===== config.mk =====
export PLATFORM = sky130hd
export DESIGN_NAME = cordic_angle_frontend
export DESIGN_NICKNAME = d
export VERILOG_FILES = /design/src/rtl/cordic_angle_frontend.sv
export SDC_FILE = /design/constraint.sdc
export NUM_CORES = 1
export LEC_CHECK = 0
export ABC_CLOCK_PERIOD_IN_PS = 5690
export CAP_MARGIN = 5
export CORE_ASPECT_RATIO = 2
export CORE_MARGIN = 10
export CORE_UTILIZATION = 47
export CTS_CLUSTER_DIAMETER = 50
export DETAILED_ROUTE_END_ITERATION = 6
export PLACE_DENSITY = 0.8
export SETUP_SLACK_MARGIN = 0.02
export SYNTH_ARGS = -nofsm -noshare
export SYNTH_HDL_FRONTEND = slang
export SYNTH_SLANG_ARGS = --single-unit

===== constraint.sdc =====
create_clock -name clk -period 5.69 [get_ports clk]
set_input_delay 1.138 -clock clk [delete_from_list [all_inputs] [get_ports clk]]
set_output_delay 1.138 -clock clk [all_outputs]
set_load 0.01 [all_outputs]

===== src/rtl/cordic_angle_frontend.sv =====
// Angle front end for the `cordic` sin/cos core: clamps and folds full-circle angles, sequences the core, fixes quadrant signs.
// Optional watchdog in WAIT is enabled with macro CORDIC_FE_TIMEOUT_EN.
module cordic_angle_frontend #(
  parameter int WL    = 16,
  parameter int FL    = 14,
  parameter int PI_IN = 25736
`ifdef CORDIC_FE_TIMEOUT_EN
  ,
  parameter int TIMEOUT_CYCLES = 64
`endif
) (
  input  logic          clk,
  input  logic          rst,
  input  logic          in_valid,
  output logic          in_ready,
  input  logic [WL-1:0] in_angle,
  output logic          cordic_start,
  output logic [WL-1:0] cordic_angle,
  input  logic          cordic_done,
  input  logic [WL-1:0] cordic_cos,
  input  logic [WL-1:0] cordic_sin,
  output logic          out_valid,
  input  logic          out_ready,
  output logic [WL-1:0] out_cos,
  output logic [WL-1:0] out_sin,
  output logic          out_clamped,
  output logic          out_err
);

  typedef enum logic [1:0] {
    S_IDLE  = 2'd0,
    S_START = 2'd1,
    S_WAIT  = 2'd2,
    S_OUT   = 2'd3
  } state_t;

  localparam logic signed [WL:0] PI_X      = (WL+1)'(PI_IN);
  localparam logic signed [WL:0] NEG_PI_X  = -PI_X;
  localparam logic signed [WL:0] HALF_X    = (WL+1)'(PI_IN / 2);
  localparam logic signed [WL:0] NEG_HALF_X = -HALF_X;
  localparam int RESCALE = FL - (FL - 1);

`ifdef CORDIC_FE_TIMEOUT_EN
  localparam int CNT_W = $clog2(TIMEOUT_CYCLES + 1);
  logic [CNT_W-1:0] cnt_q, cnt_d;
`endif

  state_t          state_q, state_d;
  logic [WL-1:0]   angle_q, angle_d;
  logic            flip_q, flip_d;
  logic            clamp_q, clamp_d;
  logic [WL-1:0]   cos_q, cos_d;
  logic [WL-1:0]   sin_q, sin_d;
  logic            oclamp_q, oclamp_d;
  logic            err_q, err_d;

  logic signed [WL:0] a_ext_s, a_clamp_s, r_s, r_scaled_s;
  logic               clamp_s, flip_s;

  // Two's-complement negation that maps the most negative code to the most positive one.
  function automatic logic [WL-1:0] neg_sat(input logic [WL-1:0] x, input logic en);
    if (!en) begin
      return x;
    end else if (x == {1'b1, {(WL-1){1'b0}}}) begin
      return {1'b0, {(WL-1){1'b1}}};
    end else begin
      return -x;
    end
  endfunction

  always_comb begin
    a_ext_s   = $signed({in_angle[WL-1], in_angle});
    clamp_s   = 1'b0;
    a_clamp_s = a_ext_s;
    if (a_ext_s > PI_X) begin
      a_clamp_s = PI_X;
      clamp_s   = 1'b1;
    end else if (a_ext_s < NEG_PI_X) begin
      a_clamp_s = NEG_PI_X;
      clamp_s   = 1'b1;
    end else begin
      a_clamp_s = a_ext_s;
    end
    // Exactly +/- pi/2 stays unflipped; the core covers the closed range.
    flip_s = 1'b0;
    r_s    = a_clamp_s;
    if (a_clamp_s > HALF_X) begin
      r_s    = a_clamp_s - PI_X;
      flip_s = 1'b1;
    end else if (a_clamp_s < NEG_HALF_X) begin
      r_s    = a_clamp_s + PI_X;
      flip_s = 1'b1;
    end else begin
      r_s = a_clamp_s;
    end
    r_scaled_s = r_s <<< RESCALE;
  end

  always_comb begin
    state_d  = state_q;
    angle_d  = angle_q;
    flip_d   = flip_q;
    clamp_d  = clamp_q;
    cos_d    = cos_q;
    sin_d    = sin_q;
    oclamp_d = oclamp_q;
    err_d    = err_q;
`ifdef CORDIC_FE_TIMEOUT_EN
    cnt_d    = cnt_q;
`endif
    case (state_q)
      S_IDLE: begin
        if (in_valid) begin
          state_d = S_START;
          angle_d = r_scaled_s[WL-1:0];
          flip_d  = flip_s;
          clamp_d = clamp_s;
        end else begin
          state_d = S_IDLE;
        end
      end
      S_START: begin
        state_d = S_WAIT;
`ifdef CORDIC_FE_TIMEOUT_EN
        cnt_d   = '0;
`endif
      end
      S_WAIT: begin
        if (cordic_done) begin
          cos_d    = neg_sat(cordic_cos, flip_q);
          sin_d    = neg_sat(cordic_sin, flip_q);
          oclamp_d = clamp_q;
          err_d    = 1'b0;
          state_d  = S_OUT;
        end
`ifdef CORDIC_FE_TIMEOUT_EN
        else if (cnt_q == CNT_W'(TIMEOUT_CYCLES - 1)) begin
          cos_d    = '0;
          sin_d    = '0;
          oclamp_d = clamp_q;
          err_d    = 1'b1;
          state_d  = S_OUT;
        end else begin
          cnt_d = cnt_q + 1'b1;
        end
`else
        else begin
          state_d = S_WAIT;
        end
`endif
      end
      S_OUT: begin
        if (out_ready) begin
          state_d = S_IDLE;
        end else begin
          state_d = S_OUT;
        end
      end
      default: state_d = S_IDLE;
    endcase
  end

  always_ff @(posedge clk) begin
    if (rst) begin
      state_q  <= S_IDLE;
      angle_q  <= '0;
      flip_q   <= 1'b0;
      clamp_q  <= 1'b0;
      cos_q    <= '0;
      sin_q    <= '0;
      oclamp_q <= 1'b0;
      err_q    <= 1'b0;
`ifdef CORDIC_FE_TIMEOUT_EN
      cnt_q    <= '0;
`endif
    end else begin
      state_q  <= state_d;
      angle_q  <= angle_d;
      flip_q   <= flip_d;
      clamp_q  <= clamp_d;
      cos_q    <= cos_d;
      sin_q    <= sin_d;
      oclamp_q <= oclamp_d;
      err_q    <= err_d;
`ifdef CORDIC_FE_TIMEOUT_EN
      cnt_q    <= cnt_d;
`endif
    end
  end

  assign in_ready     = (state_q == S_IDLE);
  assign cordic_start = (state_q == S_START);
  assign out_valid    = (state_q == S_OUT);
  assign cordic_angle = angle_q;
  assign out_cos      = cos_q;
  assign out_sin      = sin_q;
  assign out_clamped  = oclamp_q;
  assign out_err      = err_q;

endmodule


==> impl_metrics.csv, run 1 <==
group,metric,value,unit
power_and_ir_drop,vdd_drop_max,0.000158,V
job,drv_cap,0,
clock_network,cts_hold_buffers,0,
die,boundaryPins,106,
logic_synthesis,synth_cells,441,
cells_and_area,nets,588,
worst_setup_path,timing.rr.start,"state_q[1]",
die,dieWidth,80.3,um
placed_design,dp_hpwl,7970,um
cells_and_area,multi_input_area,0.00220,mm2
worst_setup_path,regToRegEndpoint,"cordic_angle[8]",
cells_and_area,register_area,0.00104,mm2
logic_synthesis,netlist-cell-type-count,59,
sta,worst_pin_slew,1.07,ns
placed_design,dp_cells,614,
cells_and_area,layout_common_cells,"clkdlybuf4s50_1 (102), nor2_1 (63), dfxtp_1 (52)",
detailed_routing,avgRoutedWirePerCell,17.1,um
detailed_routing,drt-vias-per-instance,5.85,
global_routing,antenna_found_initial,0,
worst_setup_path,critPathMaxStageDelay,0.67,ns
hold_path,hold_path_depth,2,
logic_synthesis,avgSynthCellArea,7.75,um2
sta,hold_viol,0,
hold_path,worstHoldEndpoint,"cordic_angle[1]",
logic_synthesis,synthFlopType,"dfxtp_1",
logic_synthesis,ys_warn_count,0,
worst_setup_path,critPathArrivalTime,5.38,ns
cells_and_area,layout-drive-gt1-share,0.0755,
clock_network,worstSkewPairLatency,0.28,ns
sta,max_freq,0.192,GHz
worst_setup_path,crit_fanout,9,
power_and_ir_drop,p_per_area,230,mW/mm2
cells_and_area,fill_cells,672,
logic_synthesis,synth_area,0.00342,mm2
die,initial_utilization,0.478,
global_routing,grt_pass1_vias,3467,
placed_design,dpl_worst_slack,0.279,ns
logic_synthesis,synth_seq_area_share,0.305,
worst_setup_path,cp_top_family,"compound AO/OA/AOI/OAI gates",
worst_setup_path,startpoint,"in_angle[7]",
clock_network,htree_levels,2,
power_and_ir_drop,p_total,1.07,mW
global_routing,grt_max_degree,54,
hold_path,worstHoldStart,"cordic_angle[1]",
worst_setup_path,start_kind,"input port",
run_status,status,"completed",
worst_setup_path,slowest_stage,"clkdlybuf4s50_1",
detailed_routing,wl,10600,um
worst_setup_path,worstPathCellList,"clkdlybuf4s50_1, a41o_1, nor2b_1, nor2_1, o21bai_1, o21ai_0, ha_1, o21ai_0, inv_1, ha_1, a311o_1, nand4_1, nand2_1, nor2_1, nor2_1, xnor2_1, a211oi_1",
worst_setup_path,critPathRequiredTime,5.88,ns
clock_network,cts.path.max_buffers,2,
global_routing,grt_pass1_wl,17200,um
detailed_routing,firstDrtPassIters,5,
sta,finalCritPeriodShare,0.913,
cells_and_area,antennaDiodeCount,0,
die,rows,44,
logic_synthesis,synth_edf_count,0,
clock_network,cts_root_buf,"clkbuf_16",
logic_synthesis,postSynth.asyncResetShare,0,
worst_setup_path,cp-end-kind,"flip-flop",
hold_path,worstHoldPathType,"flip-flop to flip-flop",
clock_network,clock_sinks,52,
clock_network,path_clk_slew,0.07,ns
clock_network,cts_tree,"built",
sta,period_needed,5.20,ns
worst_setup_path,worstSetupPathType,"input port to flip-flop",
cells_and_area,fin_util,0.651,
sta,skew,0.00590,ns
worst_setup_path,reg2reg_depth,5,
sta,max-slew-margin-rel,0.290,
worst_setup_path,r2r_slack,3.50,ns
sta,maxSlewViolCount,0,
sta,setup_viol,0,
logic_synthesis,ys_ff_latch,52,
detailed_routing,vias,3638,
clock_network,cts-buffers-inserted,5,
detailed_routing,first_iter_violations,363,
cells_and_area,final_common_cell,"clkdlybuf4s50_1",
worst_setup_path,cp_num_buf_inv,2,
die,die_height,141,um
detailed_routing,drc,0,
cells_and_area,area_growth,36.2,%
global_routing,overflow,0,
die,core-area,0.00716,mm2
sta,setup-tns-final,0,ns
power_and_ir_drop,p_leak,1.62,nW
placed_design,io_buffers,103,
sta,layout_setup_ws,0.494,ns
placed_design,place_congestion,0.985,
die,die_area,0.0113,mm2
worst_setup_path,path_common_cell,"nor2_1",
global_routing,grt.total_usage,0.183,
detailed_routing,ant_nets,0,
cells_and_area,finalNonFillerCells,622,
sta,rsz0062_at_grt,"no",
worst register-to-register path, cell delays in order, from the launching register on:
cell     delay (ns)
dfxtp_1        0.34
nor2_1         0.20
and2_1         0.72
nand2_1        0.27
nor4_1         0.42
nor3_1         0.09
worst max path at each step:
stage / endpoint / slack (ns) / depth (start not counted)
after CTS: cordic_angle[4] / 0.52 / 17
after floorplan: cordic_angle[15] / 0.67 / 18
final: cordic_angle[4] / 0.49 / 17
after global routing: cordic_angle[4] / 0.08 / 17
after global placement: cordic_angle[4] / 0.39 / 17
after detailed placement: cordic_angle[4] / 0.28 / 17
power by group:
| group | switching (mW) | internal, mW |
|---|---|---|
| clock network | 0.129 | 0.174 |
| registers | 0.0222 | 0.392 |
| logic | 0.189 | 0.167 |
| total | 0.340 | 0.733 |
per-stage QoR:
| stage | area (um2) | hold WS (ns) |
|---|---|---|
| 2_1_floorplan | 3420 | 0.432 |
| 5_1_grt | 4660 | 0.471 |
| 4_1_cts | 4650 | 0.457 |
| 6_report | 4660 | 0.453 |
| 3_5_place_dp | 4500 | 0.447 |
| 3_3_place_gp | 4500 | 0.439 |
registers in the layout, indices dropped and copies added (netlist names):
register	flops
clamp_q	1
out_clamped	1
out_sin	16
flip_q	1
state_q	2
cordic_angle	15
out_cos	16
area by class of cell:
type / count / area share
multi-input cells: 345 / 0.472
repair buffers: 115 / 0.240
flip-flops and latches: 52 / 0.224
clock buffers: 6 / 0.0298
well taps: 92 / 0.0247
inverters: 10 / 0.00806
clock inverters: 2 / 0.00215
cells by family (layout without fill, tap and decap cells):
logic type,count (synthesis),in the layout,synth area share
compound gates,127,127,0.280
xor+xnor,31,31,0.0794
fa+ha+maj,6,6,0.0220
buf+inv,45,133,0.0553
flops,52,52,0.305
mux,4,4,0.0117
other cells,1,2,0.00110
simple gates,175,175,0.246
layer usage:
layer,vias to the layer above,wire (um),track usage
met5,-,0,0
met4,0,146,0.0410
met3,16,921,0.0535
met2,148,4900,0.286
met1,1686,4670,0.239
li1,1788,-,-
synth_stat cells (3+ instances only):
| library cell | number | share of area |
|---|---|---|
| a211oi_1 | 29 | 0.064 |
| a211oi_2 | 10 | 0.037 |
| a21oi_1 | 17 | 0.025 |
| a22o_1 | 4 | 0.010 |
| a31oi_1 | 5 | 0.0092 |
| and2_1 | 3 | 0.0055 |
| buf_2 | 4 | 0.0059 |
| clkbuf_1 | 27 | 0.030 |
| dfxtp_1 | 52 | 0.30 |
| ha_1 | 6 | 0.022 |
| inv_1 | 10 | 0.011 |
| mux2i_1 | 4 | 0.012 |
| nand2_1 | 42 | 0.046 |
| nand3_1 | 8 | 0.012 |
| nand4_1 | 4 | 0.0073 |
| nor2_1 | 63 | 0.069 |
| nor2b_1 | 7 | 0.013 |
| nor3_1 | 13 | 0.019 |
| nor4_1 | 7 | 0.013 |
| o211ai_1 | 3 | 0.0066 |
| o21ai_0 | 23 | 0.034 |
| o31ai_1 | 6 | 0.013 |
| o41ai_1 | 4 | 0.010 |
| or2_2 | 5 | 0.0092 |
| or3_1 | 5 | 0.0092 |
| or4_1 | 5 | 0.011 |
| xnor2_1 | 9 | 0.023 |
| xor2_1 | 22 | 0.056 |
repair_timing:
action | CTS | global route
endpoints found under the setup margin | 0 | 1
gates resized for setup | 0 | 1
buffers inserted | 0 | 0
No activity file was read; power rests on OpenSTA's default activity.
==> run 2, diff against run 1 <==
Settings changed: CAP_MARGIN 5 to 10, CORE_MARGIN 10 to 2.
==> impl_metrics.csv, run 2 (synthesized netlist as in run 1, its figures left out) <==
group,metric,value,unit
placed_design,place_congestion,0.942,
hold_path,worstHoldStart,"cordic_angle[1]",
worst_setup_path,slowest_stage,"clkdlybuf4s50_1",
clock_network,htree_levels,2,
worst_setup_path,r2r_slack,3.51,ns
worst_setup_path,critPathMaxStageDelay,0.61,ns
worst_setup_path,path_common_cell,"nor2_1",
global_routing,grt_max_degree,54,
die,die_height,125,um
power_and_ir_drop,vdd_drop_max,0.000182,V
die,core-area,0.00716,mm2
worst_setup_path,worstPathCellList,"clkdlybuf4s50_1, a41o_1, nor2b_1, nor2_1, o21bai_1, o21ai_0, ha_1, nor3_1, inv_1, ha_1, a311o_1, nand4_1, nand2_1, nor2_1, nor2_1, xnor2_1, a211oi_1",
worst_setup_path,reg2reg_depth,4,
worst_setup_path,critPathArrivalTime,5.43,ns
detailed_routing,drt-vias-per-instance,5.81,
worst_setup_path,crit_fanout,9,
worst_setup_path,timing.rr.start,"flip_q",
die,dieWidth,64.3,um
clock_network,cts_root_buf,"clkbuf_16",
placed_design,io_buffers,103,
sta,max-slew-margin-rel,0.275,
clock_network,cts-buffers-inserted,5,
detailed_routing,ant_nets,0,
global_routing,grt.total_usage,0.251,
clock_network,cts.path.max_buffers,2,
die,die_area,0.00801,mm2
hold_path,hold_path_depth,2,
worst_setup_path,worstSetupPathType,"input port to flip-flop",
global_routing,overflow,0,
sta,worst_pin_slew,1.09,ns
power_and_ir_drop,p_per_area,241,mW/mm2
die,boundaryPins,106,
sta,setup-tns-final,0,ns
cells_and_area,area_growth,36.7,%
run_status,status,"completed",
job,drv_cap,0,
sta,hold_viol,0,
sta,rsz0062_at_grt,"no",
sta,whs,0.461,ns
detailed_routing,wl,9900,um
detailed_routing,drc,0,
sta,finalCritPeriodShare,0.920,
detailed_routing,first_iter_violations,282,
power_and_ir_drop,p_leak,1.62,nW
worst_setup_path,cp_top_family,"simple AND/OR/NAND/NOR gates",
sta,setup_viol,0,
worst_setup_path,cp_num_buf_inv,2,
hold_path,worstHoldEndpoint,"cordic_angle[1]",
sta,skew,0.00653,ns
cells_and_area,antennaDiodeCount,0,
sta,maxSlewViolCount,0,
global_routing,grt_pass1_wl,16200,um
worst_setup_path,critPathRequiredTime,5.88,ns
worst_setup_path,start_kind,"input port",
placed_design,dp_hpwl,7130,um
detailed_routing,avgRoutedWirePerCell,15.9,um
clock_network,cts_tree,"built",
clock_network,cts_hold_buffers,0,
detailed_routing,vias,3609,
sta,period_needed,5.24,ns
die,rows,44,
clock_network,path_clk_slew,0.06,ns
cells_and_area,layout_common_cells,"clkdlybuf4s50_1 (102), nor2_1 (63), dfxtp_1 (52)",
sta,max_freq,0.191,GHz
worst_setup_path,regToRegEndpoint,"out_cos[15]",
detailed_routing,firstDrtPassIters,4,
worst_setup_path,cp-end-kind,"flip-flop",
cells_and_area,final_common_cell,"clkdlybuf4s50_1",
clock_network,clock_sinks,52,
die,initial_utilization,0.478,
cells_and_area,layout-drive-gt1-share,0.0718,
clock_network,worstSkewPairLatency,0.30,ns
clock_network,ctsResizeCount,0,
cells_and_area,nets,587,
global_routing,antenna_found_initial,0,
hold_path,worstHoldPathType,"flip-flop to flip-flop",
clock_network,cts_setup_buffers,0,
global_routing,grt_pass1_vias,3389,
## run 2: cell types whose count changed in the layout (fill, tap and decap cells not counted)
| cell | change |
|---|---|
| clkinv_2 | -2 |
| clkinv_4 | +1 |
| nor3_1 | +1 |
| bufinv_16 | +1 |
| nor3_2 | -1 |
| buf_4 | -1 |
## run 2: how the worst max path moves through the flow
| stage | startpoint | endpoint | cells after the start |
|---|---|---|---|
| 3_3_place_gp | in_angle[3] | cordic_angle[4] | 17 |
| 4_1_cts | in_angle[3] | cordic_angle[4] | 17 |
| 2_1_floorplan | in_angle[5] | cordic_angle[15] | 18 |
| 5_1_grt | in_angle[3] | cordic_angle[4] | 17 |
| 3_5_place_dp | in_angle[3] | cordic_angle[4] | 17 |
| 6_report | in_angle[3] | cordic_angle[4] | 17 |
## run 2: routing by layer
layer | track usage | part of all wire | routed length (um)
met4 | 0.101 | 0.025 | 248
met2 | 0.395 | 0.48 | 4750
met5 | 0 | 0 | 0
met1 | 0.333 | 0.42 | 4140
met3 | 0.0470 | 0.077 | 759
## run 2: worst min-delay path, delay by kind of cell, from the launching register on
kind             cells  cell delay, ns
AND/OR/NAND/NOR      1            0.05
AO/OA/AOI/OAI        1            0.05
flip-flops           1            0.31
## run 2: area by class of cell
cell class,instances,area [um2]
multi-input combinational,345,2190
inverter,10,37.5
fill,642,2480
clock inverter,2,38.8
clock buffer,6,139
sequential,52,1040
timing repair buffer,114,1110
tap,92,115
## run 2: report_power, final
group          total, mW  switching, mW  internal [mW]
combinational      0.353          0.186          0.167
clock              0.357          0.137          0.220
sequential         0.414         0.0220          0.392
total               1.12          0.345          0.780
## run 2: metrics by stage
stage	util	cells	worst slack [ns]	total power, mW	area, um2
3_3_place_gp	0.628	613	0.345	0.770	4490
3_5_place_dp	0.628	613	0.257	0.771	4490
4_1_cts	0.653	621	0.518	1.13	4670
2_1_floorplan	-	442	0.675	0.627	3420
5_1_grt	0.653	621	0.131	1.18	4670
6_report	0.653	621	0.455	1.12	4670
